### config.mk
export PLATFORM = sky130hd
export DESIGN_NAME = alu_4_cmd_ctrl
export DESIGN_NICKNAME = d
export VERILOG_FILES = /design/src/rtl/alu_4_cmd_ctrl.sv
export SDC_FILE = /design/constraint.sdc
export NUM_CORES = 1
export LEC_CHECK = 0
export BUFFER_PORTS_ARGS = -buffer_cell sky130_fd_sc_hd__buf_2
export CAP_MARGIN = 25
export CORE_AREA = 2 2 59 55
export DETAILED_ROUTE_END_ITERATION = 8
export DIE_AREA = 0 0 61 57
export GPL_TIMING_DRIVEN = 0
export PLACE_DENSITY = 0.78
export SYNTH_ARGS = -nofsm -noshare
export SYNTH_HDL_FRONTEND = slang
export SYNTH_SLANG_ARGS = --single-unit
### constraint.sdc
create_clock -name clk -period 4.5 [get_ports clk]
set_clock_uncertainty 0.15 [all_clocks]
set_input_delay 0.9 -clock clk [delete_from_list [all_inputs] [get_ports clk]]
set_output_delay 0.9 -clock clk [all_outputs]
set_load 0.05 [all_outputs]
### src/rtl/alu_4_cmd_ctrl.sv
// Command sequencer for a combinational 4-bit ALU: accept a command, give the ALU one cycle to settle,
// capture its result with flags, and hold the response until the consumer takes it.
module alu_4_cmd_ctrl #(
   parameter int CNT_W  = 8,
   parameter int OP_MAX = 9
) (
   input  logic             clk,
   input  logic             rst,
   input  logic             cmd_valid,
   output logic             cmd_ready,
   input  logic [3:0]       cmd_op,
   input  logic [3:0]       cmd_a,
   input  logic [3:0]       cmd_b,
   output logic [3:0]       alu_a,
   output logic [3:0]       alu_b,
   output logic [3:0]       alu_ctrl,
   input  logic [7:0]       alu_y,
   output logic             rsp_valid,
   input  logic             rsp_ready,
   output logic [7:0]       rsp_data,
   output logic             rsp_zero,
   output logic             rsp_carry,
   output logic             rsp_err,
   output logic [CNT_W-1:0] op_count
);

   typedef enum logic [1:0] {
      IDLE = 2'd0,
      EXEC = 2'd1,
      DONE = 2'd2
   } state_t;

   localparam logic [3:0] OP_MAX_L = 4'(OP_MAX);

   state_t state;
   logic   op_illegal;
   logic   op_arith;

   // A response being drained in DONE frees the controller for a new command in the same cycle.
   assign cmd_ready  = !rst && ((state == IDLE) || ((state == DONE) && rsp_ready));
   assign op_illegal = (alu_ctrl > OP_MAX_L);
   assign op_arith   = (alu_ctrl == 4'd0) || (alu_ctrl == 4'd1);

   always_ff @(posedge clk or posedge rst) begin
      if (rst) begin
         state     <= IDLE;
         alu_a     <= '0;
         alu_b     <= '0;
         alu_ctrl  <= '0;
         rsp_valid <= 1'b0;
         rsp_data  <= '0;
         rsp_zero  <= 1'b0;
         rsp_carry <= 1'b0;
         rsp_err   <= 1'b0;
         op_count  <= '0;
      end else begin
         case (state)
            IDLE: begin
               if (cmd_valid) begin
                  alu_a    <= cmd_a;
                  alu_b    <= cmd_b;
                  alu_ctrl <= cmd_op;
                  state    <= EXEC;
               end
            end
            EXEC: begin
               // Carry lives in bit 4 only for add/sub; illegal opcodes report a clean zero result.
               rsp_data  <= op_illegal ? 8'd0 : alu_y;
               rsp_zero  <= op_illegal || (alu_y == 8'd0);
               rsp_carry <= !op_illegal && op_arith && alu_y[4];
               rsp_err   <= op_illegal;
               rsp_valid <= 1'b1;
               state     <= DONE;
            end
            DONE: begin
               if (rsp_ready) begin
                  rsp_valid <= 1'b0;
                  op_count  <= op_count + CNT_W'(1);
                  if (cmd_valid) begin
                     alu_a    <= cmd_a;
                     alu_b    <= cmd_b;
                     alu_ctrl <= cmd_op;
                     state    <= EXEC;
                  end else begin
                     state <= IDLE;
                  end
               end
            end
            default: state <= IDLE;
         endcase
      end
   end

endmodule

Word-level counts from Yosys, hierarchy flattened:

Index checks and enable logic that the tools add are counted.

* $add $sub $neg: 1
* multipliers: 0
* divide/modulo/power cells: 0
* $lt $le $gt $ge: 1
* equality and inequality tests: 5
* shift-type cells: 0
* muxes and demuxes: 16
* bitwise gates (word level): 0
* reduce and logical (&&, ||, !) cells: 18

Operators with widths (number)
* 4-bit 2-to-1 mux: 6
* 4-bit case mux with 2 select lines: 3
* 8-bit by 1-bit adder with 8-bit output (second input constant): 1
* 8-bit logical NOT: 1
* 8-bit 2-to-1 mux: 1
* 2-bit AND reduction: 4
* 2-bit case mux with 3 select lines: 1
* 4-bit by 1-bit equality test with 1-bit output (second input constant): 1
* 4-bit > comparator (second input constant): 1
* 1-bit logical AND: 4
* 4-bit logical NOT: 1
* 2-bit 2-to-1 mux: 2
* 2-bit inequality test (second input constant): 2
* 2-bit nonzero test: 2
* 1-bit logical OR: 3
* 2-bit by 1-bit equality test with 1-bit output (second input constant): 1
* 2-bit equality test (second input constant): 1
* 1-bit logical NOT: 2
* 2-bit logical NOT: 1
* 1-bit 2-to-1 mux: 2
* 1-bit case mux with 2 select lines: 1

* register bits after elaboration: 34
* latch bits: 0
* RAM bits: 0
* ROM bits: 0
* output and inout bits: 33
* memories kept: 0

Longest topological paths before layout:

Gate-level depths: netlist of run 1.

* depth after elaboration: 4
* mapped depth: 5

Least setup slack after synthesis of run 1:

No wires, ideal clock.

* kind: input-to-output
* start: in rsp_ready
* end: out cmd_ready
* arrival time: 1.977 ns
* required time: 3.450 ns
* setup slack: 1.473 ns
* stages: 2
* path buffers: 0
* path through: nor2b_4 -> nor3_1

* longest elaborated chain between the ends: 3

RTL lines
* from (decl): line 19 `input logic rsp_ready,`
* 1-bit logical AND: line 40 `assign cmd_ready = !rst && ((state == IDLE) || ((state == DONE) && rsp_ready));`
* 1-bit logical OR: line 40
* 1-bit logical AND: line 40
* to (decl): line 10 `output logic cmd_ready,`

No other way between the ends.

Worst setup path in the final report of run 1:

Ends and elaborated chain as after synthesis.

==> summary.md, run 1 <==
| Metric | Value |
|---|---|
| Outcome | finished, final reports clean |
| Die area | approximately 0.0035 mm2 |
| Final hold vios | 0 |
| Synth Cell Area | around 0.0014 mm2 |
| Slew @ Worst Pin | around 0.7 ns |
| DIE WIDTH | 61 um |
| Final Net Count | 192 |
| Final ANT Viol Nets | 0 |
| Syn nets | 128 |
| Synth area leader | dfrtp_1 |
| Post-synth top area share | 0.617 |
| Hold_buf cts | 0 |
| Initial cell density of the core | 0.472 |
| Tot GR Track Use | 0.187 |
| Grt ovf | 0 |
| Routed wire length per instance | 13.5 um |
| Slew HR | 0.534 |
| Die height | 57 um |
| FMAX | 392 MHz |
| Setup violators final | 0 |
| DP HPWL | approximately 2200 um |
| EDFF count, synth | 0 |
| Clock-pin transition on the worst setup and hold timing paths | 0.10 ns |
| Class of the worst hold path | reg2reg |
| Fillers | 253 |
| Design area | 0.00180 mm2 |
| Iter 0 DRT Violations | 54 |
| Cts bufs inserted | 5 |
| Resized Gates After CTS | 0 |
| Tmin final | 2.55 ns |
| Clock sink count | 34 |
| DR vias | approximately 1000 |
| Clock buffer depth | 2 |
| Worst path arrival time | 1.50 ns |
| Reg2reg path depth | 4 |
| Ys Warns | 0 |
| Slew Limit Fails | 0 |
| Max IR drop VDD | 0.375 mV |
| Synth top area cells | dfrtp_1 (62%), mux2_2 (9.8%), a22o_1 (4.4%), xnor2_1 (4.4%), nand2_1 (2.5%) |
| Antenna violations before repair | 0 |
| Post-route DRC | 0 |
| Clock Latency Late Sink | 0.33 ns |
| Register area share after synthesis | 0.617 |
| Power Density | 675 mW/mm2 |
| Final GP Congestion | 0.752 |
| Syn avg cell area | between 10 and 15 um2 |
| Startpoint Class | input port |
| # IOs | 57 |
| Postcts setup bufs | 0 |
| Unique masters post-synth | 29 |
| Layout Utilization | 0.615 |
| Root buf cell | clkbuf_4 |
| CTS tree | yes |
| Post-Syn Instances | 103 |
| Post-Route WL | roughly 2800 um |
| Largest net degree at the start of global routing | 20 |
| CP Data Required Time | 3.45 ns |
| MaxCap Viol Count | 0 |
| Diode count | 0 |
| Vias per inst | 4.98 |
| Leak | 0.906 nW |
| Share of post-route cells with drive strength above 1 | 0.500 |
| Core outline area | slightly below 0.003 mm2 |
| Post-placement cell area | 0.00174 mm2 |
| Worst setup EP type | output pin |
| Initial DRT Pass Iterations | 4 |
| Buffers on Ports | 56 |
| First-pass GRT wire length | 4700 um |
| CP Max Fanout | 4 |
| Fin cells | 210 |
| Fin Setup TNS | 0 ns |
| FF+latch count, synth | 34 |
| Vias in the first global route | 989 |
| WS Path Type | in2out |
| Final critical-path share of the clock period | 0.567 |
| CTS H-tree depth | 2 |
| Async S/R FF share, synth | 1.00 |
| RSZ-0062 raised after global routing | false |
| WHS Path Cells | 2 |
| Top FF cell, synth | dfrtp_1 |
| FP Rows | 19 |
| Inst Count DP | between 200 and 250 |
| Area Overhead vs Synth | 30.5% |
==> synth_stat cells, drive strengths merged, types with 2 or more instances <==
cell type	n
buf	3
nor2b	2
nand4	3
dfrtp	34
nand2	9
and3	2
a22o	7
inv	3
mux2	12
xnor2	7
nor4	2
nand3	2
a21oi	2
o21ai	2
==> logic make-up after synthesis <==
logic type	count (synthesis)	share of synthesized area
buffers and inverters	7	0.0263
AO/OA/AOI/OAI	13	0.0699
multiplexers	12	0.0980
adder cells (fa/ha/maj)	1	0.00907
XOR/XNOR	7	0.0445
flip-flops	34	0.617
AND/OR/NAND/NOR	29	0.135
==> layout by cell type, fill, tap and decap left out, drive strengths merged, types with 3 or more instances in the layout <==
cell and instances:
dfrtp 34, xnor2 7, nand4 3, a22o 7, clkbuf 8, nand2 9, mux2 12, inv 3
buf 60
==> worst paths after layout <==
path	from	endpoint	slack [ns]
min in group asynchronous	rst	rsp_valid$_DFFE_PP0P_	0.52
min reg2reg	rsp_carry$_DFFE_PP0P_	rsp_carry$_DFFE_PP0P_	0.34
max reg2reg	state[1]$_DFFE_PP0P_	alu_ctrl[3]$_DFFE_PP0P_	2.83
max	rsp_ready	cmd_ready	1.95
min	rsp_carry$_DFFE_PP0P_	rsp_carry$_DFFE_PP0P_	0.34
max in group asynchronous	rst	op_count[0]$_DFFE_PP0P_	3.14
==> registers in the layout (all words and copies together), names as in the netlist <==
register / cells
op_count: 8
state: 2
rsp_zero: 1
rsp_data: 8
alu_ctrl: 4
rsp_valid: 1
alu_a: 4
rsp_err: 1
rsp_carry: 1
alu_b: 4
==> critical path, stage by stage <==
cell,delay (ns)
buf_2,0.13
nor2b_4,0.06
nor3_1,0.12
buf_2,0.29
==> cell type report <==
type / instances / area, um2 / area share
buffer: 4 / 25.0 / 0.0139
tap: 42 / 52.6 / 0.0292
inverter: 3 / 11.3 / 0.00626
sequential: 34 / 851 / 0.473
timing repair buffer: 57 / 308 / 0.171
clock inverter: 1 / 5.00 / 0.00278
clock buffer: 7 / 55.1 / 0.0306
multi-input combinational: 62 / 492 / 0.273
==> through the flow <==
stage,total power [mW],hold WS [ns],setup slack (ns)
2_1_floorplan,0.907,0.408,1.47
3_3_place_gp,1.03,0.307,1.92
3_5_place_dp,1.05,0.316,1.96
4_1_cts,1.23,0.341,1.95
5_1_grt,1.28,0.372,1.92
6_report,1.21,0.340,1.95
==> metal layers <==
metal	wire length, um	share of wire	track usage	up-vias
met2	1340	0.47	0.284	37
met5	0	0	0	-
li1	-	-	-	492
met4	47	0.017	0.0528	0
met3	185	0.065	0.0680	7
met1	1260	0.44	0.255	510
==> where the power goes <==
part	total, mW	switching (mW)	leakage (nW)	internal (mW)
clock network	0.174	0.0985	0.0353	0.0757
registers	0.463	0.0676	0.421	0.396
logic	0.577	0.425	0.450	0.152
total	1.21	0.591	0.906	0.624
Note: power is estimated with default switching activity, not from simulation.
==> run 2: changes to the inputs <==
==> config.mk (replaced) <==
export PLATFORM = sky130hd
export DESIGN_NAME = alu_4_cmd_ctrl
export DESIGN_NICKNAME = d
export VERILOG_FILES = /design/src/rtl/alu_4_cmd_ctrl.sv
export SDC_FILE = /design/constraint.sdc
export NUM_CORES = 1
export LEC_CHECK = 0
export ABC_AREA = 1
export BUFFER_PORTS_ARGS = -buffer_cell sky130_fd_sc_hd__buf_2
export CAP_MARGIN = 25
export CORE_AREA = 2 2 62 58
export DETAILED_ROUTE_END_ITERATION = 8
export DIE_AREA = 0 0 64 60
export GPL_TIMING_DRIVEN = 0
export PLACE_DENSITY = 0.74
export SYNTH_ARGS = -nofsm -noshare
export SYNTH_HDL_FRONTEND = slang
export SYNTH_SLANG_ARGS = --single-unit
==> constraint.sdc (replaced) <==
create_clock -name clk -period 2.5 [get_ports clk]
set_clock_uncertainty 0.15 [all_clocks]
set_input_delay 0.5 -clock clk [delete_from_list [all_inputs] [get_ports clk]]
set_output_delay 0.5 -clock clk [all_outputs]
set_load 0.05 [all_outputs]
==> run 2 against run 1 <==
Against the previous run: synthesized cell count increased by 68%; sequential power increased by 76%; clock-buffer cell count decreased by 1; flip-flop and latch count unchanged; first-iteration DRC count decreased by 11%; register-to-register slack got worse by 1.7 ns; non-clock buffer count decreased by 2; setup slack got worse by 1.4 ns; wire length increased by 0.21%; power increased by 82%; final cell count increased by 34%; area after synthesis increased by 5.8%; critical path type is now reg2out; largest power group unchanged.
==> summary.md, run 2 <==
| Metric | Value |
|---|---|
| Outcome | finished, final reports clean |
| Antenna violations before repair | 0 (unchanged) |
| Initial DRT Pass Iterations | 4 (unchanged) |
| FP Rows | 20 (+1) |
| Cell Chain, Critical Path | nand3_2 > nand2_1 > nor2_1 > buf_2 |
| Cts bufs inserted | 5 (unchanged) |
| Clock Latency Late Sink | 0.33 ns (about the same) |
| Final ANT Viol Nets | 0 (unchanged) |
| WS Path Type | reg2out |
| Hold_buf cts | 0 (unchanged) |
| Fin Setup TNS | 0 ns (unchanged) |
| # IOs | 57 (unchanged) |
| Top Registers | op_count (8), rsp_data (8) |
| Initial cell density of the core | 0.452 (-0.0196) |
| R2R Path Start | state[1]$_DFFE_PP0P_ |
| Unique masters post-synth | 19 (-34%) |
| Leak | 1.11 nW (+22%) |
| Vias per inst | 4.33 (-13%) |
| Die area | 0.00384 mm2 (+10%) |
| Post-route DRC | 0 (unchanged) |
| Fin cells | 281 (+34%) |
| Post-Route WL | 2840 um (+0.21%) |
| Power Density | 1160 mW/mm2 (+72%) |
| DP HPWL | 2190 um (about the same) |
| Routed wire length per instance | 10.1 um (-25%) |
| Post-synth top area share | 0.583 (-0.0339) |
| Worst reg2reg setup slack | 1.09 ns (-1.74 ns) |
| Slew HR | 0.619 (+0.0845) |
| Die height | 60 um (+5.3%) |
| Ys Warns | 0 (unchanged) |
| Synth top area cells | dfrtp_1 (58%), nand2_1 (21%), nor2_1 (4.1%), inv_1 (3.3%), nand3_1 (2.4%) |
| Synth area leader | dfrtp_1 |
| EDFF count, synth | 0 (unchanged) |
| Syn nets | 198 (+55%) |
| Iter 0 DRT Violations | 48 (-11%) |
| Worst stage delay on the critical path | 0.45 ns (+0.16 ns) |
| Slew @ Worst Pin | 0.571 ns (-0.127 ns) |
| Grt ovf | 0 (unchanged) |
| Reg2reg path depth | 4 (unchanged) |
| Tmin final | 1.97 ns |
| Worst setup EP type | output pin |
| Root buf cell | clkbuf_4 |
| Worst path bufs/invs | 1 (-1) |
| CTS H-tree depth | 2 (unchanged) |
| Final critical-path share of the clock period | 0.787 |
| Area Overhead vs Synth | 30.4% (about the same) |
| Most common cell after layout, fill and taps aside | nand2_1 |
| Class of the worst hold path | in2async |
| DIE WIDTH | 64 um (+4.9%) |
| Slew Limit Fails | 0 (unchanged) |
| Setup violators final | 0 (unchanged) |
| First-pass GRT wire length | 5170 um (+10%) |
| Largest net degree at the start of global routing | 23 (+15%) |
| Post-placement cell area | 0.00182 mm2 (+4.7%) |
| MaxCap Viol Count | 0 (unchanged) |
| Met1 Use GR | 0.235 (-0.0199) |
| Most frequent cells in the layout | nand2_1 (83), buf_2 (56), dfrtp_1 (34) |
| Design area | 0.00190 mm2 (+5.8%) |
| Clock buffer depth | 2 (unchanged) |
| CTS tree | yes |
| Max IR drop VDD | 0.566 mV (+51%) |
| Clock sink count | 34 (unchanged) |
| Diode count | 0 (unchanged) |
| FMAX | 508 MHz |
| Synth Cell Area | 0.00146 mm2 (+5.8%) |
| Share of post-route cells with drive strength above 1 | 0.308 (-0.192) |
| Count leader, synth | nand2_1 |
| Vias in the first global route | 1224 (+24%) |
| Capture point of the worst reg-to-reg path | rsp_carry$_DFFE_PP0P_ |
| DR vias | 1216 (+16%) |
| Worst path arrival time | 1.32 ns (-0.18 ns) |
| Syn avg cell area | 8.43 um2 (-37%) |
| Tot GR Track Use | 0.178 (-0.00914) |
| Buffers on Ports | 56 (unchanged) |
| Final hold vios | 0 (unchanged) |
| Core outline area | 0.00323 mm2 (+10%) |
| Startpoint Class | flip-flop |
| Worst path slowest cell | dfrtp_1 |
| Postcts setup bufs | 0 (unchanged) |
| Gr busiest metal | met2 |
| Resized Gates After CTS | 0 (unchanged) |
| Post-Syn Instances | 173 (+68%) |
| FF+latch count, synth | 34 (unchanged) |
| Top FF cell, synth | dfrtp_1 |
| CP Max Fanout | 4 (unchanged) |
| Register area share after synthesis | 0.583 (-0.0339) |
| Post-synth top cells | nand2_1 (83), dfrtp_1 (34), nor2_1 (16), inv_1 (13), nand3_1 (7) |
| Final Net Count | 262 (+36%) |
| CP top delay family | flip-flops |
| RSZ-0062 raised after global routing | false |
| Grt met3 use | 0.0734 (+0.00542) |
| GR met2 Demand/Resource | 0.265 (-0.0193) |
| Inst Count DP | 274 (+36%) |
| Overall Power | 2.21 mW (+82%) |
| Final GP Congestion | 0.742 (-1.3%) |
| Clock-pin transition on the worst setup and hold timing paths | 0.09 ns (about the same) |
| CP Data Required Time | 1.85 ns (-1.60 ns) |
| Async S/R FF share, synth | 1.00 (unchanged) |
[run 2: changes by cell type after synthesis, sizes merged, moves of 6 or more]
| cell | before | now |
|---|---|---|
| nand2 | 9 | 83 |
| nor2 | 1 | 18 |
| inv | 3 | 15 |
| mux2 | 12 | 0 |
| nand3 | 2 | 10 |
| a22o | 7 | 0 |
| xnor2 | 7 | 1 |
[run 2: final cells by class]
| type | count | area [um2] |
|---|---|---|
| Fill cell | 304 | 1330 |
| Sequential cell | 34 | 851 |
| Multi-Input combinational cell | 121 | 529 |
| Timing Repair Buffer | 57 | 308 |
| Inverter | 16 | 60.1 |
| Tap cell | 44 | 55.1 |
| Clock buffer | 6 | 51.3 |
| Clock inverter | 1 | 30.0 |
| Buffer | 2 | 18.8 |
[run 2: logic make-up (layout without fill, tap and decap cells)]
logic type | count (synthesis) | after routing | share of synthesized area
compound gates | 3 | 3 | 0.0103
xor+xnor | 4 | 4 | 0.0240
fa+ha+maj | 1 | 1 | 0.00857
buf+inv | 18 | 82 | 0.0540
flops | 34 | 34 | 0.583
simple gates | 113 | 113 | 0.320
[run 2: per-stage QoR]
step / worst slack [ns] / util / hold slack [ns]
after floorplan: 0.546 / - / 0.388
after global placement: 0.617 / 0.556 / 0.309
after detailed placement: 0.700 / 0.564 / 0.311
after CTS: 0.508 / 0.590 / 0.0805
after global routing: 0.452 / 0.590 / 0.101
final: 0.533 / 0.590 / 0.0696
[run 2: worst max path at each step]
| stage | from | slack, ns | cells past startpoint | to |
|---|---|---|---|---|
| after floorplan | rsp_ready | 0.55 | 4 | cmd_ready |
| after global placement | rst | 0.62 | 2 | rsp_data[2]$_DFFE_PP0P_ |
| after detailed placement | rsp_ready | 0.70 | 6 | cmd_ready |
| after CTS | state[1]$_DFFE_PP0P_ | 0.51 | 4 | cmd_ready |
| after global routing | state[1]$_DFFE_PP0P_ | 0.45 | 4 | cmd_ready |
| final | state[1]$_DFFE_PP0P_ | 0.53 | 4 | cmd_ready |
[run 2: routing by layer]
metal,part of all wire,vias to the layer above
met5,0,-
met4,0.018,0
met3,0.076,6
met2,0.42,37
met1,0.48,521
li1,-,652
[run 2: report_power, final]
| group | switching (mW) | internal, mW | leakage (nW) |
|---|---|---|---|
| clock network | 0.172 | 0.233 | 0.0443 |
| registers | 0.114 | 0.703 | 0.415 |
| logic | 0.761 | 0.224 | 0.647 |
| total | 1.05 | 1.16 | 1.11 |
==> run 3: changes to the inputs <==
--- a/config.mk
+++ b/config.mk
@@ -8,11 +8,11 @@
 export ABC_AREA = 1
 export BUFFER_PORTS_ARGS = -buffer_cell sky130_fd_sc_hd__buf_2
 export CAP_MARGIN = 25
-export CORE_AREA = 2 2 62 58
+export CORE_AREA = 2 2 65 61
 export DETAILED_ROUTE_END_ITERATION = 8
-export DIE_AREA = 0 0 64 60
+export DIE_AREA = 0 0 67 63
 export GPL_TIMING_DRIVEN = 0
-export PLACE_DENSITY = 0.74
+export PLACE_DENSITY = 0.7
 export SYNTH_ARGS = -nofsm -noshare
 export SYNTH_HDL_FRONTEND = slang
 export SYNTH_SLANG_ARGS = --single-unit
==> constraint.sdc (replaced) <==
create_clock -name clk -period 1.78 [get_ports clk]
set_clock_uncertainty 0.15 [all_clocks]
set_input_delay 0.356 -clock clk [delete_from_list [all_inputs] [get_ports clk]]
set_output_delay 0.356 -clock clk [all_outputs]
set_load 0.05 [all_outputs]
==> run 3 against run 2 <==
Against the previous run: the run now ends with negative hold slack left; sequential share of layout area is 0.83 points lower; global-route usage fell by 1.6 points; first-iteration DRC count is 38% lower; clock power up 68%; worst hold slack worse by 0.071 ns; utilization is 4.6 points lower; power rose by 47%; sequential power up 42%; flip-flop and latch count stayed put; via count is 4.3% higher; critical path depth rose by 1; critical path type unchanged; highest routed layer unchanged.
==> summary.md, run 3 (same netlist as run 2, synthesis figures left out) <==
| Metric | Value |
|---|---|
| Outcome | complete, but fails checks |
| Cell Chain, Critical Path | inv_2 > nand3_4 > nand2_1 > nor2_1 > buf_4 |
| CP top delay family | flip-flops |
| CP Max Fanout | 5 (+1) |
| Area Overhead vs Synth | 33.1% |
| Vias in the first global route | 1178 (-3.8%) |
| Die area | 0.00422 mm2 (+9.9%) |
| Setup crit end | cmd_ready |
| Reg2reg path depth | 4 (unchanged) |
| Hold Slack | -0.00118 ns (-0.0708 ns) |
| Worst reg2reg setup slack | 0.35 ns (-0.74 ns) |
| Largest net degree at the start of global routing | 23 (unchanged) |
| Grt ovf | 0 (unchanged) |
| Failing checks | negative hold slack |
| Leak | 1.11 nW (+0.71%) |
| Root buf cell | clkbuf_8 |
| FP Rows | 21 (+5.0%) |
| CP Depth | 5 (+1) |
| Share of post-route cells with drive strength above 1 | 0.307 (-0.00129) |
| Clock-pin transition on the worst setup and hold timing paths | 0.07 ns (-0.02 ns) |
| Iter 0 DRT Violations | 30 (-38%) |
| # IOs | 57 (unchanged) |
| Antenna violations before repair | 0 (unchanged) |
| Worst path bufs/invs | 2 (+1) |
| Diode count | 0 (unchanged) |
| Post-route DRC | 0 (unchanged) |
| Post-Route WL | 3040 um (+7.0%) |
| Internal Pwr Total | 1.73 mW (+49%) |
| Max IR drop VDD | 0.818 mV (+45%) |
| Slew HR | 0.600 (-0.0195) |
| Worst path slowest cell | dfrtp_1 |
| Switching power total | 1.51 mW (+44%) |
| Final GP Congestion | 0.791 (+6.6%) |
| FMAX | 583 MHz |
| Power share of the sequential group | 0.359 (-0.011) |
| Capture point of the worst reg-to-reg path | rsp_carry$_DFFE_PP0P_ |
| Fin Setup TNS | 0 ns (unchanged) |
| Combinational power share | 0.431 (-0.015) |
| Startpoint Class | flip-flop |
| WS Path Type | reg2out |
| Final ANT Viol Nets | 0 (unchanged) |
| Top Registers | op_count (8), rsp_data (8) |
| DP HPWL | 2300 um (+5.1%) |
| Fin cells | 284 (+1.1%) |
| Final critical-path share of the clock period | 0.964 |
| Power Density | 1670 mW/mm2 (+44%) |
| CTS H-tree depth | 2 (unchanged) |
| Layout Utilization | 0.543 (-0.0461) |
| Die height | 63 um (+5.0%) |
| Tot GR Track Use | 0.162 (-0.0157) |
| Routed wire length per instance | 10.7 um (+5.9%) |
| Initial DRT Pass Iterations | 4 (unchanged) |
| CTS tree | yes |
| Postcts setup bufs | 0 (unchanged) |
| Cts bufs inserted | 5 (unchanged) |
| Initial cell density of the core | 0.408 (-0.0437) |
| Clock Latency Late Sink | 0.28 ns (-0.05 ns) |
| DR vias | 1268 (+4.3%) |
| Most frequent cells in the layout | nand2_1 (83), buf_2 (55), dfrtp_1 (33) |
| Setup violators final | 0 (unchanged) |
| MaxCap Viol Count | 0 (unchanged) |
| Slew @ Worst Pin | 0.600 ns (+0.0293 ns) |
| Clock power share | 0.210 (+0.026) |
| Overall Power | 3.23 mW (+47%) |
| Clock buffer depth | 2 (unchanged) |
| Class of the worst hold path | in2async |
| Vias per inst | 4.46 (+3.2%) |
| Fillers | 354 (+16%) |
| Most common cell after layout, fill and taps aside | nand2_1 |
| Final hold vios | 6 (+6) |
| Final Net Count | 262 (unchanged) |
| Worst setup EP type | output pin |
| Resized Gates After CTS | 1 (+1) |
| Core outline area | 0.00357 mm2 (+11%) |
| Worst path arrival time | 1.21 ns (-0.11 ns) |
| Buffers on Ports | 56 (unchanged) |
| Worst Setup SP | state[0]$_DFFE_PP0P_ |
| Tmin final | 1.72 ns |
| Worst stage delay on the critical path | 0.39 ns (-0.06 ns) |
| Sw Share | 0.466 (-0.00872) |
| Inst Count DP | 276 (+0.73%) |
| Clock sink count | 34 (unchanged) |
| Hold_buf cts | 0 (unchanged) |
| DIE WIDTH | 67 um (+4.7%) |
| CP Data Required Time | 1.27 ns (-0.58 ns) |
| First-pass GRT wire length | 5230 um (+1.2%) |
| RSZ-0062 raised after global routing | false |
| R2R Path Start | state[1]$_DFFE_PP0P_ |
| Slew Limit Fails | 0 (unchanged) |
==> run 3: area by class of cell <==
cell class | instances | area, um2 | share of cell area
buffer | 2 | 18.8 | 0.00966
timing repair buffer | 57 | 310 | 0.160
multi-input combinational | 121 | 537 | 0.276
clock buffer | 7 | 76.3 | 0.0393
clock inverter | 1 | 30.0 | 0.0155
inverter | 16 | 60.1 | 0.0309
sequential | 34 | 852 | 0.439
tap | 46 | 57.6 | 0.0296
==> run 3: stage by stage <==
step / instance area, um2 / setup WS [ns] / hold slack, ns
after global routing: 1940 / 0.00367 / 0.0375
after CTS: 1930 / 0.0431 / 0.00989
after detailed placement: 1820 / 0.266 / 0.312
final: 1940 / 0.0635 / -0.00118
after floorplan: 1460 / 0.0422 / 0.316
after global placement: 1800 / 0.0570 / 0.307
==> run 3: how the worst min path moves through the flow <==
stage	startpoint	to	slack [ns]	depth (start not counted)
floorplan	cmd_a[0]	alu_a[0]$_DFFE_PP0P_	0.32	2
global placement	alu_b[0]$_DFFE_PP0P_	alu_b[0]$_DFFE_PP0P_	0.31	2
detailed placement	alu_b[0]$_DFFE_PP0P_	alu_b[0]$_DFFE_PP0P_	0.31	2
CTS	rst	alu_a[2]$_DFFE_PP0P_	0.01	2
global route	rst	state[0]$_DFFE_PP0P_	0.04	2
finish	rst	state[0]$_DFFE_PP0P_	-0.001	2
==> run 3: power by group through the flow <==
stage | Clock (mW) | Combinational (mW) | Sequential (mW)
floorplan | 0 | 0.323 | 1.89
global placement | 0 | 1.38 | 1.16
detailed placement | 0 | 1.41 | 1.17
CTS | 0.703 | 1.41 | 1.16
global route | 0.742 | 1.50 | 1.20
finish | 0.680 | 1.39 | 1.16
==> run 3: worst register-to-register path, stage by stage, from the launching register on <==
cell and delay [ns]:
dfrtp_2 0.46, nor2_4 0.20, clkinv_1 0.29, nand2_1 0.12
o21ai_0 0.09
==> run 3: layer usage <==
| layer | global-route usage | share of wire |
|---|---|---|
| met5 | 0 | 0 |
| met4 | 0.0459 | 0.0079 |
| met3 | 0.0559 | 0.075 |
| met2 | 0.245 | 0.44 |
| met1 | 0.221 | 0.48 |
